File: config.mk
export PLATFORM = sky130hd
export DESIGN_NAME = cordic_ctrl
export DESIGN_NICKNAME = d
export VERILOG_FILES = /design/src/rtl/cordic_ctrl.sv
export SDC_FILE = /design/constraint.sdc
export NUM_CORES = 1
export LEC_CHECK = 0
export ABC_AREA = 0
export ABC_CLOCK_PERIOD_IN_PS = 17950
export BUFFER_PORTS_ARGS = -buffer_cell sky130_fd_sc_hd__buf_2
export CORE_AREA = 2 2 161 163
export CTS_BUF_LIST = sky130_fd_sc_hd__clkbuf_16
export CTS_CLUSTER_DIAMETER = 40
export DETAILED_ROUTE_END_ITERATION = 8
export DIE_AREA = 0 0 163 165
export GPL_TIMING_DRIVEN = 1
export PLACE_DENSITY = 0.74
export SLEW_MARGIN = 20
export SYNTH_ARGS = -nofsm -noshare
export SYNTH_HDL_FRONTEND = slang
export SYNTH_SLANG_ARGS = --single-unit
File: constraint.sdc
create_clock -name clk -period 17.95 [get_ports clk]
set_input_delay 1.795 -clock clk [delete_from_list [all_inputs] [get_ports clk]]
set_output_delay 1.795 -clock clk [all_outputs]
set_load 0.02 [all_outputs]
File: src/rtl/cordic_ctrl.sv
// rtl/cordic_ctrl.sv - command/response controller for the iterative cordic core
// Circular-mode quadrant pre-correction is built only when CORDIC_QUAD_CORR_EN is defined.
module cordic_ctrl #(
    parameter int WIDTH   = 32,
    parameter int TAG_W   = 4,
    parameter int TIMEOUT = 64
) (
    input  logic             clk,
    input  logic             rst,
    input  logic             cmd_valid,
    output logic             cmd_ready,
    input  logic [1:0]       cmd_op,
    input  logic [1:0]       cmd_coord,
    input  logic [WIDTH-1:0] cmd_x,
    input  logic [WIDTH-1:0] cmd_y,
    input  logic [WIDTH-1:0] cmd_z,
    input  logic [TAG_W-1:0] cmd_tag,
    output logic             core_enable,
    output logic [1:0]       core_mode_op,
    output logic [1:0]       core_mode_coord,
    output logic [WIDTH-1:0] core_x,
    output logic [WIDTH-1:0] core_y,
    output logic [WIDTH-1:0] core_z,
    output logic             core_rst_o,
    input  logic [WIDTH-1:0] core_x_out,
    input  logic [WIDTH-1:0] core_y_out,
    input  logic [WIDTH-1:0] core_z_out,
    input  logic             core_valid,
    output logic             rsp_valid,
    input  logic             rsp_ready,
    output logic [WIDTH-1:0] rsp_x,
    output logic [WIDTH-1:0] rsp_y,
    output logic [WIDTH-1:0] rsp_z,
    output logic [TAG_W-1:0] rsp_tag,
    output logic             rsp_err
);
    typedef enum logic [1:0] {IDLE, ISSUE, WAIT, RESP} state_t;

    localparam int CNT_W = $clog2(TIMEOUT + 1);

    state_t             state, state_nxt;
    logic [CNT_W-1:0]   cnt;
    logic               illegal;
    logic               timeout;
    logic [WIDTH-1:0]   x_c, y_c, z_c;

    assign illegal = (cmd_coord == 2'b10);

`ifdef CORDIC_QUAD_CORR_EN
    localparam logic [WIDTH-1:0] S_MIN = {1'b1, {(WIDTH-1){1'b0}}};
    localparam logic [WIDTH-1:0] S_MAX = {1'b0, {(WIDTH-1){1'b1}}};

    function automatic logic [WIDTH-1:0] sat_neg(input logic [WIDTH-1:0] v);
        return (v == S_MIN) ? S_MAX : (~v + WIDTH'(1));
    endfunction

    logic flip;

    // Fold the operand into the core's convergence range by a half-turn rotation.
    always_comb begin
        flip = 1'b0;
        if (cmd_coord == 2'b01) begin
            if (cmd_op == 2'b00)
                flip = cmd_z[WIDTH-1] ^ cmd_z[WIDTH-2];
            else if (cmd_op == 2'b01)
                flip = cmd_x[WIDTH-1];
        end
        x_c = flip ? sat_neg(cmd_x) : cmd_x;
        y_c = flip ? sat_neg(cmd_y) : cmd_y;
        z_c = flip ? {~cmd_z[WIDTH-1], cmd_z[WIDTH-2:0]} : cmd_z;
    end
`else
    assign x_c = cmd_x;
    assign y_c = cmd_y;
    assign z_c = cmd_z;
`endif

    always_ff @(posedge clk or posedge rst) begin
        if (rst)
            state <= IDLE;
        else
            state <= state_nxt;
    end

    always_comb begin
        state_nxt   = state;
        cmd_ready   = 1'b0;
        core_enable = 1'b0;
        rsp_valid   = 1'b0;
        timeout     = 1'b0;
        core_rst_o  = 1'b0;
        case (state)
            IDLE: begin
                cmd_ready = 1'b1;
                if (cmd_valid)
                    state_nxt = illegal ? RESP : ISSUE;
            end
            ISSUE: begin
                core_enable = 1'b1;
                state_nxt   = WAIT;
            end
            WAIT: begin
                // A result arriving on the last allowed cycle still counts.
                timeout    = (cnt == CNT_W'(TIMEOUT - 1)) && !core_valid;
                core_rst_o = timeout;
                if (core_valid || timeout)
                    state_nxt = RESP;
            end
            RESP: begin
                rsp_valid = 1'b1;
                if (rsp_ready)
                    state_nxt = IDLE;
            end
            default: state_nxt = IDLE;
        endcase
    end

    always_ff @(posedge clk or posedge rst) begin
        if (rst) begin
            cnt             <= '0;
            core_mode_op    <= '0;
            core_mode_coord <= '0;
            core_x          <= '0;
            core_y          <= '0;
            core_z          <= '0;
            rsp_x           <= '0;
            rsp_y           <= '0;
            rsp_z           <= '0;
            rsp_tag         <= '0;
            rsp_err         <= 1'b0;
        end else begin
            case (state)
                IDLE: begin
                    if (cmd_valid) begin
                        rsp_tag <= cmd_tag;
                        rsp_x   <= '0;
                        rsp_y   <= '0;
                        rsp_z   <= '0;
                        rsp_err <= illegal;
                        if (!illegal) begin
                            core_mode_op    <= cmd_op;
                            core_mode_coord <= cmd_coord;
                            core_x          <= x_c;
                            core_y          <= y_c;
                            core_z          <= z_c;
                        end
                    end
                end
                ISSUE: cnt <= '0;
                WAIT: begin
                    cnt <= cnt + CNT_W'(1);
                    if (core_valid) begin
                        rsp_x   <= core_x_out;
                        rsp_y   <= core_y_out;
                        rsp_z   <= core_z_out;
                        rsp_err <= 1'b0;
                    end else if (timeout) begin
                        rsp_x   <= '0;
                        rsp_y   <= '0;
                        rsp_z   <= '0;
                        rsp_err <= 1'b1;
                    end
                end
                default: ;
            endcase
        end
    end
endmodule
==> flow_summary.yaml, run 1 <==
yosys:
  synth_largest_type_area_fraction_pct: 59.3
  synth.lib_cells_used.distinct: 29
  ys_seq_elements: 210
  synth.avg_cell_area_sq_um: 14.5
  post_synth_instance_area_sq_mm: 0.00886
  synth_top_area_cell: "dfrtp_1"
  ys_warn_count: 0
  synth_fp_nets: 822
  ys_top_cells_by_area: "dfrtp_1, mux2_2, and3_1"
  netlist_instances: 612
  ys_seq_area_share_pct: 59.3
detailed_routing:
  detailedRoute.firstIterationViolations: 323
  average_wire_per_cell_in_the_routed_design_microns: 17.1
  drt_wl_total_microns: 23600
  via_count: 6542
  drt.antenna.violating_nets: 0
  route.detailed.vias_per_inst: 4.75
  drtPass1Iterations: 4
  drc_errors_left: 0
power:
  static-leakage-power_nw: 6.85
  pwr_density_cell_mw_per_mm2: 203
  report.power.total_mw: 2.50
  ir_worst_vdd_mv: 0.106
status:
  outcome: "completed"
timing:
  max_slew.worst_pin.slew_ns: 0.959
  finClkSkew_ns: 0.0118
  grt_setup_unrepaired: "false"
  hold_viol: 0
  min_period_ns: 4.94
  fin_setup_tns_ns: 0
  final.period_utilization_pct: 27.5
  timing.max_slew.rel_slack_pct: 36.1
  slew_limit_fails: 0
  setup_viol: 0
  achievable-frequency_mhz: 202
cts:
  cts_buffer_depth: 3
  insertion_delay_ns: 0.50
  ctsHoldBuffers: 0
  cts_root_buf: "clkbuf_16"
  cts_post_setup_buffers_inserted: 0
  htreeDepth: 2
  cts_tree: "built"
  postCtsResizedCells: 0
  clock_transition_at_the_register_clock_pins_on_the_worst_setup_and_hold_paths_after_cts_ns: 0.05
  cts_buffers: 35
  clock_sink_count: 210
floorplanning:
  top_level_ports: 410
  placement_rows: 58
  vertical_die_dimension_microns: 165
  die-area_sq_mm: 0.0269
  starting_density_pct: 35.4
  core_sq_mm: 0.0250
  fp.dieW_microns: 163
global_route:
  grt_first_pass_wirelength_microns: 35900
  maximum_number_of_pins_on_one_net_before_global_route_repair: 140
  grt_use_total_pct: 16.7
  first_global_vias: 6880
  antenna_found_initial: 0
  grt_overflow_total: 0
setup_path:
  critical-path-top-cell-by-count: "buf_2"
  critPathCaptureType: "primary output"
  cp.required_ns: 16.15
  worstSetupStartpointType: "primary input"
  timing.critical_path.slowest_cell_delay_ns: 0.52
  criticalPathCategory: "in -> out"
  crit_path_top_delay_cell: "buf_4"
  arrival_ns: 3.15
  crit_path_cell_trace: "buf_2, buf_4, nor4_1, buf_2"
  cp_max_fo: 60
layout:
  finalNetCount: 1230
  antenna_cells_inserted: 0
  fin_util_pct: 49.3
  layout-area-overhead-vs-synth_pct: 39.4
  layout.filler_cells: 2228
  final_cell_area_sq_mm: 0.0124
  fraction_of_final_layout_cells_with_drive_strength_greater_than_1_pct: 64.6
min_path:
  min_path_type: "reg -> reg"
placement:
  routabilityCongestion: 0.761
  placedInstanceArea_sq_mm: 0.0112
  buffer_ports.inserted: 409
  detailed_placer_s_ending_hpwl_microns: 16500
job:
  maxCapViolations: 0
==> kinds of logic after synthesis <==
logic type	share of synthesized area, %
AOI/OAI and AO/OA	1.23
xor gates and xnor gates	0.0988
adders and majority gates	0.706
buffers and inverters	2.89
DFF	59.3
muxes	27.3
and+or+nand+nor	8.48
==> area by class of cell <==
class                           count  area, sq um  area share (%)
Clock inverter                     28          299            2.42
Tap cell                          330          413            3.34
Inverter                            9         41.3           0.334
Multi-Input combinational cell    350         3360            27.2
Sequential cell                   210         5260            42.5
Clock buffer                       36          901            7.29
Timing Repair Buffer              414         2080            16.9
==> worst max-delay path: cells and delay by family <==
family / cells / cell delay [ns]
and+or+nand+nor: 1 / 0.14
buffers and inverters: 3 / 1.16
==> through the flow <==
stage          hold slack (ns)  cells  worst slack [ns]
2_1_floorplan            0.513    612             10.42
3_3_place_gp             0.484   1313             13.00
3_5_place_dp             0.487   1313             12.99
4_1_cts                  0.497   1377             13.01
5_1_grt                  0.511   1377             12.89
6_report                 0.496   1377             13.01
==> routing by layer <==
layer / vias to the layer above / global-route usage (%) / part of all wire (%)
li1: 2996 / - / -
met1: 3235 / 19.8 / 40
met2: 262 / 28.9 / 50
met3: 49 / 4.50 / 7.3
met4: 0 / 6.48 / 3.0
met5: - / 0 / 0
==> registers in the layout, summed over array words and instances, names as in the netlist, 4 cells and up <==
| name | cells |
|---|---|
| core_x | 32 |
| core_y | 32 |
| core_z | 32 |
| rsp_x | 32 |
| rsp_y | 32 |
| rsp_z | 32 |
| cnt | 7 |
| rsp_tag | 4 |
==> placed cells by master (no fill, tap or decap), drive strengths merged, types with 5 or more instances in the layout <==
| cell | netlist | routed |
|---|---|---|
| and3 | 96 | 96 |
| buf | 20 | 414 |
| bufinv | 0 | 5 |
| clkbuf | 23 | 36 |
| clkinv | 0 | 16 |
| dfrtp | 210 | 210 |
| ha | 5 | 5 |
| inv | 9 | 14 |
| mux2 | 198 | 198 |
| nand2 | 10 | 10 |
| nor2 | 6 | 6 |
| o21ai | 8 | 8 |
==> Yosys cell counts <==
master / instances
buf_4: 2
nand3_1: 4
o31ai_1: 1
a22o_1: 3
clkbuf_1: 23
nand2b_1: 1
o21ai_2: 2
nand2_1: 8
ha_1: 5
nor2_4: 1
and3_1: 96
buf_6: 5
a211oi_1: 1
nor2_1: 5
nand4b_1: 1
nand2_2: 2
dfrtp_1: 210
mux2_4: 40
or3_1: 1
buf_2: 13
mux2i_1: 4
nor2b_1: 3
nor4_1: 1
a21oi_1: 4
o21ai_0: 6
mux2_2: 158
nand4_1: 2
inv_1: 9
xor2_1: 1
==> where the power goes <==
part           internal (mW)  switching, mW  leakage, nW
Combinational          0.432          0.598         3.57
Sequential             0.689          0.111         2.68
Clock                  0.440          0.233        0.594
Total                   1.56          0.942         6.85
==> final timing paths <==
check / to / cells after the start / start / slack [ns]
worst max-delay path: core_rst_o / 4 / core_valid / 13.01
worst min-delay path: core_x[24]$_DFFE_PP0P_ / 1 / core_x[24]$_DFFE_PP0P_ / 0.50
worst max register to register: rsp_y[8]$_DFFE_PP0P_ / 8 / state[0]$_DFFE_PP0P_ / 14.36
worst min register to register: core_x[24]$_DFFE_PP0P_ / 1 / core_x[24]$_DFFE_PP0P_ / 0.50
max in group asynchronous: rsp_x[19]$_DFFE_PP0P_ / 3 / rst / 14.84
min in group asynchronous: core_z[14]$_DFFE_PP0P_ / 2 / rst / 1.53
No activity file was read; power rests on OpenSTA's default activity.
==> run 2: changes to the inputs <==
--- a/config.mk
+++ b/config.mk
@@ -6,15 +6,15 @@
 export NUM_CORES = 1
 export LEC_CHECK = 0
 export ABC_AREA = 0
-export ABC_CLOCK_PERIOD_IN_PS = 17950
+export ABC_CLOCK_PERIOD_IN_PS = 4400
 export BUFFER_PORTS_ARGS = -buffer_cell sky130_fd_sc_hd__buf_2
-export CORE_AREA = 2 2 161 163
+export CORE_AREA = 2 2 158 160
 export CTS_BUF_LIST = sky130_fd_sc_hd__clkbuf_16
 export CTS_CLUSTER_DIAMETER = 40
 export DETAILED_ROUTE_END_ITERATION = 8
-export DIE_AREA = 0 0 163 165
+export DIE_AREA = 0 0 160 162
 export GPL_TIMING_DRIVEN = 1
-export PLACE_DENSITY = 0.74
+export PLACE_DENSITY = 0.79
 export SLEW_MARGIN = 20
 export SYNTH_ARGS = -nofsm -noshare
 export SYNTH_HDL_FRONTEND = slang
==> constraint.sdc (replaced) <==
create_clock -name clk -period 4.4 [get_ports clk]
set_input_delay 0.44 -clock clk [delete_from_list [all_inputs] [get_ports clk]]
set_output_delay 0.44 -clock clk [all_outputs]
set_load 0.02 [all_outputs]
==> run 2 against run 1 <==
Effect of this change: count of clock-buffer cells in the layout down 1; power grew to 4.0 times the previous value; via count grew 0.23%; non-clock buffer count increased by 2; cell area fell by 0.53%; worst hold slack lost 0.38 ns; sequential power rose to 4.1 times the previous value; critical endpoint is now rsp_z[25]$_DFFE_PP0P_; final cell count is 0.51% lower.
==> flow_summary.yaml, run 2 (synthesis results as in run 1) <==
layout:
  fraction_of_final_layout_cells_with_drive_strength_greater_than_1_pct: 65.0
  multiInputGateArea_sq_mm: 0.00336
  layout_commonest_cell: "buf_2"
  layout.area.seq_sq_mm: 0.00526
  layout-area-overhead-vs-synth_pct: 38.6
  most-common-layout-cells: "buf_2, dfrtp_1, mux2_2"
  layout.filler_cells: 2114
  fin_util_pct: 51.0
  finalNetCount: 1231
timing:
  achievable-frequency_mhz: 369
  timing.max_slew.rel_slack_pct: 57.5
  final.period_utilization_pct: 61.5
  max_slew.worst_pin.slew_ns: 0.638
  hold_viol: 0
  finClkSkew_ns: 0.0176
  setup_viol: 0
  grt_setup_unrepaired: "false"
  final_worst_slack_ns: 1.69
  slew_limit_fails: 0
  fin_setup_tns_ns: 0
  min_period_ns: 2.71
setup_path:
  cp_max_fo: 77
  r2r.worst_path.cells: 7
  cp.required_ns: 4.76
  reg2reg_setup_slack_ns: 1.69
  crit_path_cell_trace: "inv_1, ha_2, nor2b_1, o21ai_2, nand2_4, buf_12, mux2_2"
  arrival_ns: 3.07
  worst_r2r_startpoint: "state[0]$_DFFE_PP0P_"
  regToRegEndpoint: "rsp_z[25]$_DFFE_PP0P_"
  worstSetupStartpointType: "flop"
  crit_path_top_delay_cell: "ha_2"
  timing.critical_path.slowest_cell_delay_ns: 0.52
  critPathCaptureType: "flop"
  criticalPathCategory: "reg -> reg"
cts:
  cts_root_buf: "clkbuf_16"
  cts_post_setup_buffers_inserted: 0
  insertion_delay_ns: 0.49
  cts_buffer_depth: 3
  htreeDepth: 2
  postCtsResizedCells: 0
  cts_tree: "built"
  clock_sink_count: 210
  ctsHoldBuffers: 0
  cts_buffers: 34
  clock_transition_at_the_register_clock_pins_on_the_worst_setup_and_hold_paths_after_cts_ns: 0.06
detailed_routing:
  drt.antenna.violating_nets: 0
  via_count: 6557
  drtPass1Iterations: 4
  detailedRoute.firstIterationViolations: 473
  drt_wl_total_microns: 24200
  average_wire_per_cell_in_the_routed_design_microns: 17.6
  drc_errors_left: 0
  route.detailed.vias_per_inst: 4.79
placement:
  dp_worst_setup_slack_ns: 1.69
  routabilityCongestion: 0.788
  buffer_ports.inserted: 409
  detailed_placer_s_ending_hpwl_microns: 17200
floorplanning:
  starting_density_pct: 36.8
  die-area_sq_mm: 0.0259
  top_level_ports: 410
  fp.dieW_microns: 160
  placement_rows: 57
  vertical_die_dimension_microns: 162
  core_sq_mm: 0.0241
global_route:
  maximum_number_of_pins_on_one_net_before_global_route_repair: 110
  antenna_found_initial: 3
  grt_overflow_total: 0
  grt_use_total_pct: 18.2
  grt_first_pass_wirelength_microns: 37400
  first_global_vias: 6918
power:
  ir_worst_vdd_mv: 0.572
  pwr_density_cell_mw_per_mm2: 813
  static-leakage-power_nw: 6.80
min_path:
  min_path_type: "in -> async"
status:
  outcome: "completed"
job:
  maxCapViolations: 0
-- run 2: how the worst max path moves through the flow --
stage | from | to | slack, ns | cells past startpoint
final | state[0]$_DFFE_PP0P_ | rsp_z[25]$_DFFE_PP0P_ | 1.69 | 7
after CTS | state[0]$_DFFE_PP0P_ | core_rst_o | 1.65 | 5
after global routing | state[0]$_DFFE_PP0P_ | core_rst_o | 1.45 | 5
after floorplan | rst | cnt[0]$_DFFE_PP0P_ | 1.23 | 1
after global placement | state[0]$_DFFE_PP0P_ | rsp_x[29]$_DFFE_PP0P_ | 1.78 | 7
after detailed placement | state[0]$_DFFE_PP0P_ | rsp_x[28]$_DFFE_PP0P_ | 1.69 | 7
-- run 2: per-stage QoR --
| step | cell area (sq um) | instances | power [mW] | hold slack (ns) |
|---|---|---|---|---|
| after floorplan | 8870 | 612 | 6.14 | 0.513 |
| after detailed placement | 11200 | 1309 | 7.55 | 0.488 |
| after CTS | 12300 | 1367 | 10.1 | 0.158 |
| after global routing | 12300 | 1370 | 10.5 | 0.157 |
| after global placement | 11200 | 1309 | 7.43 | 0.483 |
| final | 12300 | 1370 | 9.99 | 0.113 |
-- run 2: report_power, final --
group / leakage, nW / total [mW] / internal (mW) / switching, mW
combinational: 3.59 / 4.23 / 1.78 / 2.45
sequential: 2.68 / 3.28 / 2.81 / 0.467
clock: 0.521 / 2.48 / 1.53 / 0.956
total: 6.80 / 9.99 / 6.12 / 3.87
-- run 2: critical path, delay by kind of cell (launching register included) --
family	cells	cell delay (ns)
AOI/OAI and AO/OA	1	0.10
buffers and inverters	2	0.56
and+or+nand+nor	2	0.53
muxes	1	0.40
adders and majority gates	1	0.52
DFF	1	0.40
-- run 2: cell type report --
class | count | area share (%)
inverter | 9 | 0.305
clock buffer | 35 | 7.13
antenna | 3 | 0.0611
tap | 324 | 3.30
timing repair buffer | 416 | 17.5
clock inverter | 23 | 1.61
sequential | 210 | 42.8
multi-input combinational | 350 | 27.3
-- run 2: routing by layer --
metal	track usage, %	up-vias	routed length, microns
met3	4.83	59	1510
met1	21.8	3256	9600
met5	0	-	0
met2	30.8	243	12200
li1	-	2999	-
met4	8.31	0	831
==> run 3: changes to the inputs <==
==> config.mk (replaced) <==
export PLATFORM = sky130hd
export DESIGN_NAME = cordic_ctrl
export DESIGN_NICKNAME = d
export VERILOG_FILES = /design/src/rtl/cordic_ctrl.sv
export SDC_FILE = /design/constraint.sdc
export NUM_CORES = 1
export LEC_CHECK = 0
export ABC_AREA = 1
export ABC_CLOCK_PERIOD_IN_PS = 2200
export BUFFER_PORTS_ARGS = -buffer_cell sky130_fd_sc_hd__buf_2
export CORE_AREA = 2 2 157 159
export CTS_BUF_LIST = sky130_fd_sc_hd__clkbuf_16
export CTS_CLUSTER_DIAMETER = 40
export DETAILED_ROUTE_END_ITERATION = 8
export DIE_AREA = 0 0 159 161
export GPL_TIMING_DRIVEN = 1
export PLACE_DENSITY = 0.8
export SLEW_MARGIN = 20
export SYNTH_ARGS = -nofsm -noshare
export SYNTH_HDL_FRONTEND = slang
export SYNTH_SLANG_ARGS = --single-unit
==> constraint.sdc (replaced) <==
create_clock -name clk -period 2.2 [get_ports clk]
set_input_delay 0.22 -clock clk [delete_from_list [all_inputs] [get_ports clk]]
set_output_delay 0.22 -clock clk [all_outputs]
set_load 0.02 [all_outputs]
==> run 3 against run 2 <==
Effect of this change: die area decreased by 1.2%; synthesized cell count increased by 86%; critical path depth unchanged; flip-flop and latch count unchanged; combinational power rose by 100%; cell area is 11% higher; clock skew down 0.0033 ns; sequential share of layout area fell by 4.4 points; non-clock buffer count up 113; highest routed layer is now met5.
==> flow_summary.yaml, run 3 <==
yosys:
  synth_enable_flop_cells: 0
  ys_top_cells_by_area: "dfrtp_1, nand2_1, nand3_1"
  ys_seq_elements: 210
  synth_simple_gate_area_share_pct: 31.8
  ys_seq_area_share_pct: 58.4
  synth.area.mux_share_pct: 0.500
  netlist_instances: 1136
  synthXorXnorAreaFrac_pct: 0
  synth_top_area_cell: "dfrtp_1"
  synth_largest_type_area_fraction_pct: 58.4
  synth.avg_cell_area_sq_um: 7.92
  synth_compound_gate_area_share_pct: 0.890
  synth_top_family_by_area: "simple AND/OR/NAND/NOR gates"
  synth-async-reset-ratio_pct: 100
  yosysMostFrequentCell: "nand2_1"
  ys.flop_type: "dfrtp_1"
  synth_commonest_cells: "nand2_1, dfrtp_1, inv_1, nor2_1, nand3_1"
  ys_warn_count: 0
  post_synth_instance_area_sq_mm: 0.00900
  synth_fp_nets: 1346
  synth.lib_cells_used.distinct: 16
  synth_adder_area_share_pct: 0.695
detailed_routing:
  drc_errors_left: 0
  drtPass1Iterations: 8
  detailedRoute.firstIterationViolations: 706
  route.detailed.vias_per_inst: 4.74
  drt_wl_total_microns: 30800
  drt.antenna.violating_nets: 0
  average_wire_per_cell_in_the_routed_design_microns: 15.5
  via_count: 9422
floorplanning:
  placement_rows: 57
  fp.dieW_microns: 159
  top_level_ports: 410
  vertical_die_dimension_microns: 161
  die-area_sq_mm: 0.0256
  starting_density_pct: 37.6
  core_sq_mm: 0.0240
timing:
  setup_viol: 0
  grt_setup_unrepaired: "true"
  fin_setup_tns_ns: 0
  slew_limit_fails: 0
  timing.hold.ws_ns: 0.0373
  finClkSkew_ns: 0.0143
  final_worst_slack_ns: 0.0950
  hold_viol: 0
  final.period_utilization_pct: 95.7
  achievable-frequency_mhz: 475
  max_slew.worst_pin.slew_ns: 0.395
  timing.max_slew.rel_slack_pct: 73.6
  min_period_ns: 2.11
setup_path:
  criticalPathCategory: "reg -> out"
  arrival_ns: 1.89
  r2r.worst_path.cells: 7
  cp.required_ns: 1.98
  worstSetupStartpointType: "flop"
  reg2reg_setup_slack_ns: 0.15
  worst_r2r_startpoint: "state[0]$_DFFE_PP0P_"
  critPathCaptureType: "primary output"
  cp_max_fo: 6
  regToRegEndpoint: "core_z[0]$_DFFE_PP0P_"
global_route:
  antenna_found_initial: 3
  grt_use_total_pct: 23.3
  grt_first_pass_wirelength_microns: 48500
  first_global_vias: 9347
  grt_overflow_total: 0
  maximum_number_of_pins_on_one_net_before_global_route_repair: 83
layout:
  final_cell_area_sq_mm: 0.0137
  most-common-layout-cells: "nand2_1, buf_2, dfrtp_1"
  finalNetCount: 1848
  fin_util_pct: 57.1
  layout_commonest_cell: "nand2_1"
  layout-area-overhead-vs-synth_pct: 52.0
  stdcell_count: 1989
  fraction_of_final_layout_cells_with_drive_strength_greater_than_1_pct: 29.6
status:
  outcome: "completed"
job:
  maxCapViolations: 0
placement:
  detailed_placer_s_ending_hpwl_microns: 18800
  placedInstanceArea_sq_mm: 0.0115
  buffer_ports.inserted: 409
  placed_cells_incl_taps: 1823
  dp_worst_setup_slack_ns: 0.230
  routabilityCongestion: 0.866
cts:
  cts_tree: "built"
  clock_transition_at_the_register_clock_pins_on_the_worst_setup_and_hold_paths_after_cts_ns: 0.05
  insertion_delay_ns: 0.50
  cts_root_buf: "clkbuf_16"
  htreeDepth: 2
  cts_buffers: 34
  clock_sink_count: 210
  cts_buffer_depth: 3
power:
  static-leakage-power_nw: 8.28
  ir_worst_vdd_mv: 0.819
  pwr_density_cell_mw_per_mm2: 1470
  report.power.total_mw: 20.1
min_path:
  min_delay_path_depth: 3
  min_path_type: "in -> reg"
  timing.hold.worst.start: "cmd_coord[1]"
  holdPathEnd: "core_mode_coord[1]$_DFFE_PP0P_"
[run 3: cell count changes after synthesis, moves of 4 or more]
| cell | delta |
|---|---|
| mux2_4 | -40 |
| buf_6 | -5 |
| and3_1 | -96 |
| nand2_1 | +507 |
| clkbuf_1 | +9 |
| mux2i_1 | -4 |
| mux2_2 | -154 |
| buf_2 | +15 |
| nor2_1 | +104 |
| inv_1 | +103 |
| nand3_1 | +99 |
[run 3: worst max-delay path by stage]
stage	start	endpoint	slack, ns	cells past startpoint
after floorplan	rst	cnt[0]$_DFFE_PP0P_	-0.75	1
after global placement	state[0]$_DFFE_PP0P_	rsp_y[0]$_DFFE_PP0P_	0.33	7
after detailed placement	state[0]$_DFFE_PP0P_	rsp_y[0]$_DFFE_PP0P_	0.23	7
after CTS	state[0]$_DFFE_PP0P_	core_rst_o	0.03	7
after global routing	state[0]$_DFFE_PP0P_	core_rst_o	-0.04	7
final	state[0]$_DFFE_PP0P_	core_rst_o	0.09	7
[run 3: timing repair]
| action | in CTS | in global routing |
|---|---|---|
| gates cloned | 0 | 0 |
| pin swaps | 0 | 0 |
| resized for setup | 1 | 1 |
| setup endpoints to repair | 1 | 2 |
| endpoints found under the hold margin | 108 | 0 |
| buffers inserted | 0 | 0 |
| hold buffers | 103 | 0 |
[run 3: area by class of cell]
type	count	area (sq um)
inverter	113	429
timing repair buffer	529	3370
clock inverter	26	262
multi-input combinational	750	3090
clock buffer	35	876
fill	2004	10300
antenna	2	5.00
tap	324	405
sequential	210	5260
[run 3: metal layers]
metal  GRT usage [%]  part of all wire, %  routed length (microns)
met5               0                0.042                       13
met4            11.0                  4.7                     1440
met3            6.55                  8.5                     2630
met2            40.5                   48                    14900
met1            26.7                   38                    11800
[run 3: cells by family after synthesis]
group | count (synthesis)
AO/OA/AOI/OAI | 13
adder cells (fa/ha/maj) | 5
buffers and inverters | 176
flip-flops | 210
multiplexers | 4
AND/OR/NAND/NOR | 728
[run 3: critical path: stages (launching register included)]
cell,delay [ns]
dfrtp_1,0.41
inv_1,0.11
ha_2,0.27
inv_1,0.09
nor2_2,0.16
inv_1,0.07
nor2_1,0.09
buf_2,0.18
[run 3: power by group]
part           switching [mW]  total, mW  leakage [nW]  internal (mW)
registers               0.926       6.38          2.75           5.45
logic                    5.86       8.50          4.98           2.65
clock network            1.95       5.25         0.557           3.30
total                    8.73       20.1          8.28           11.4
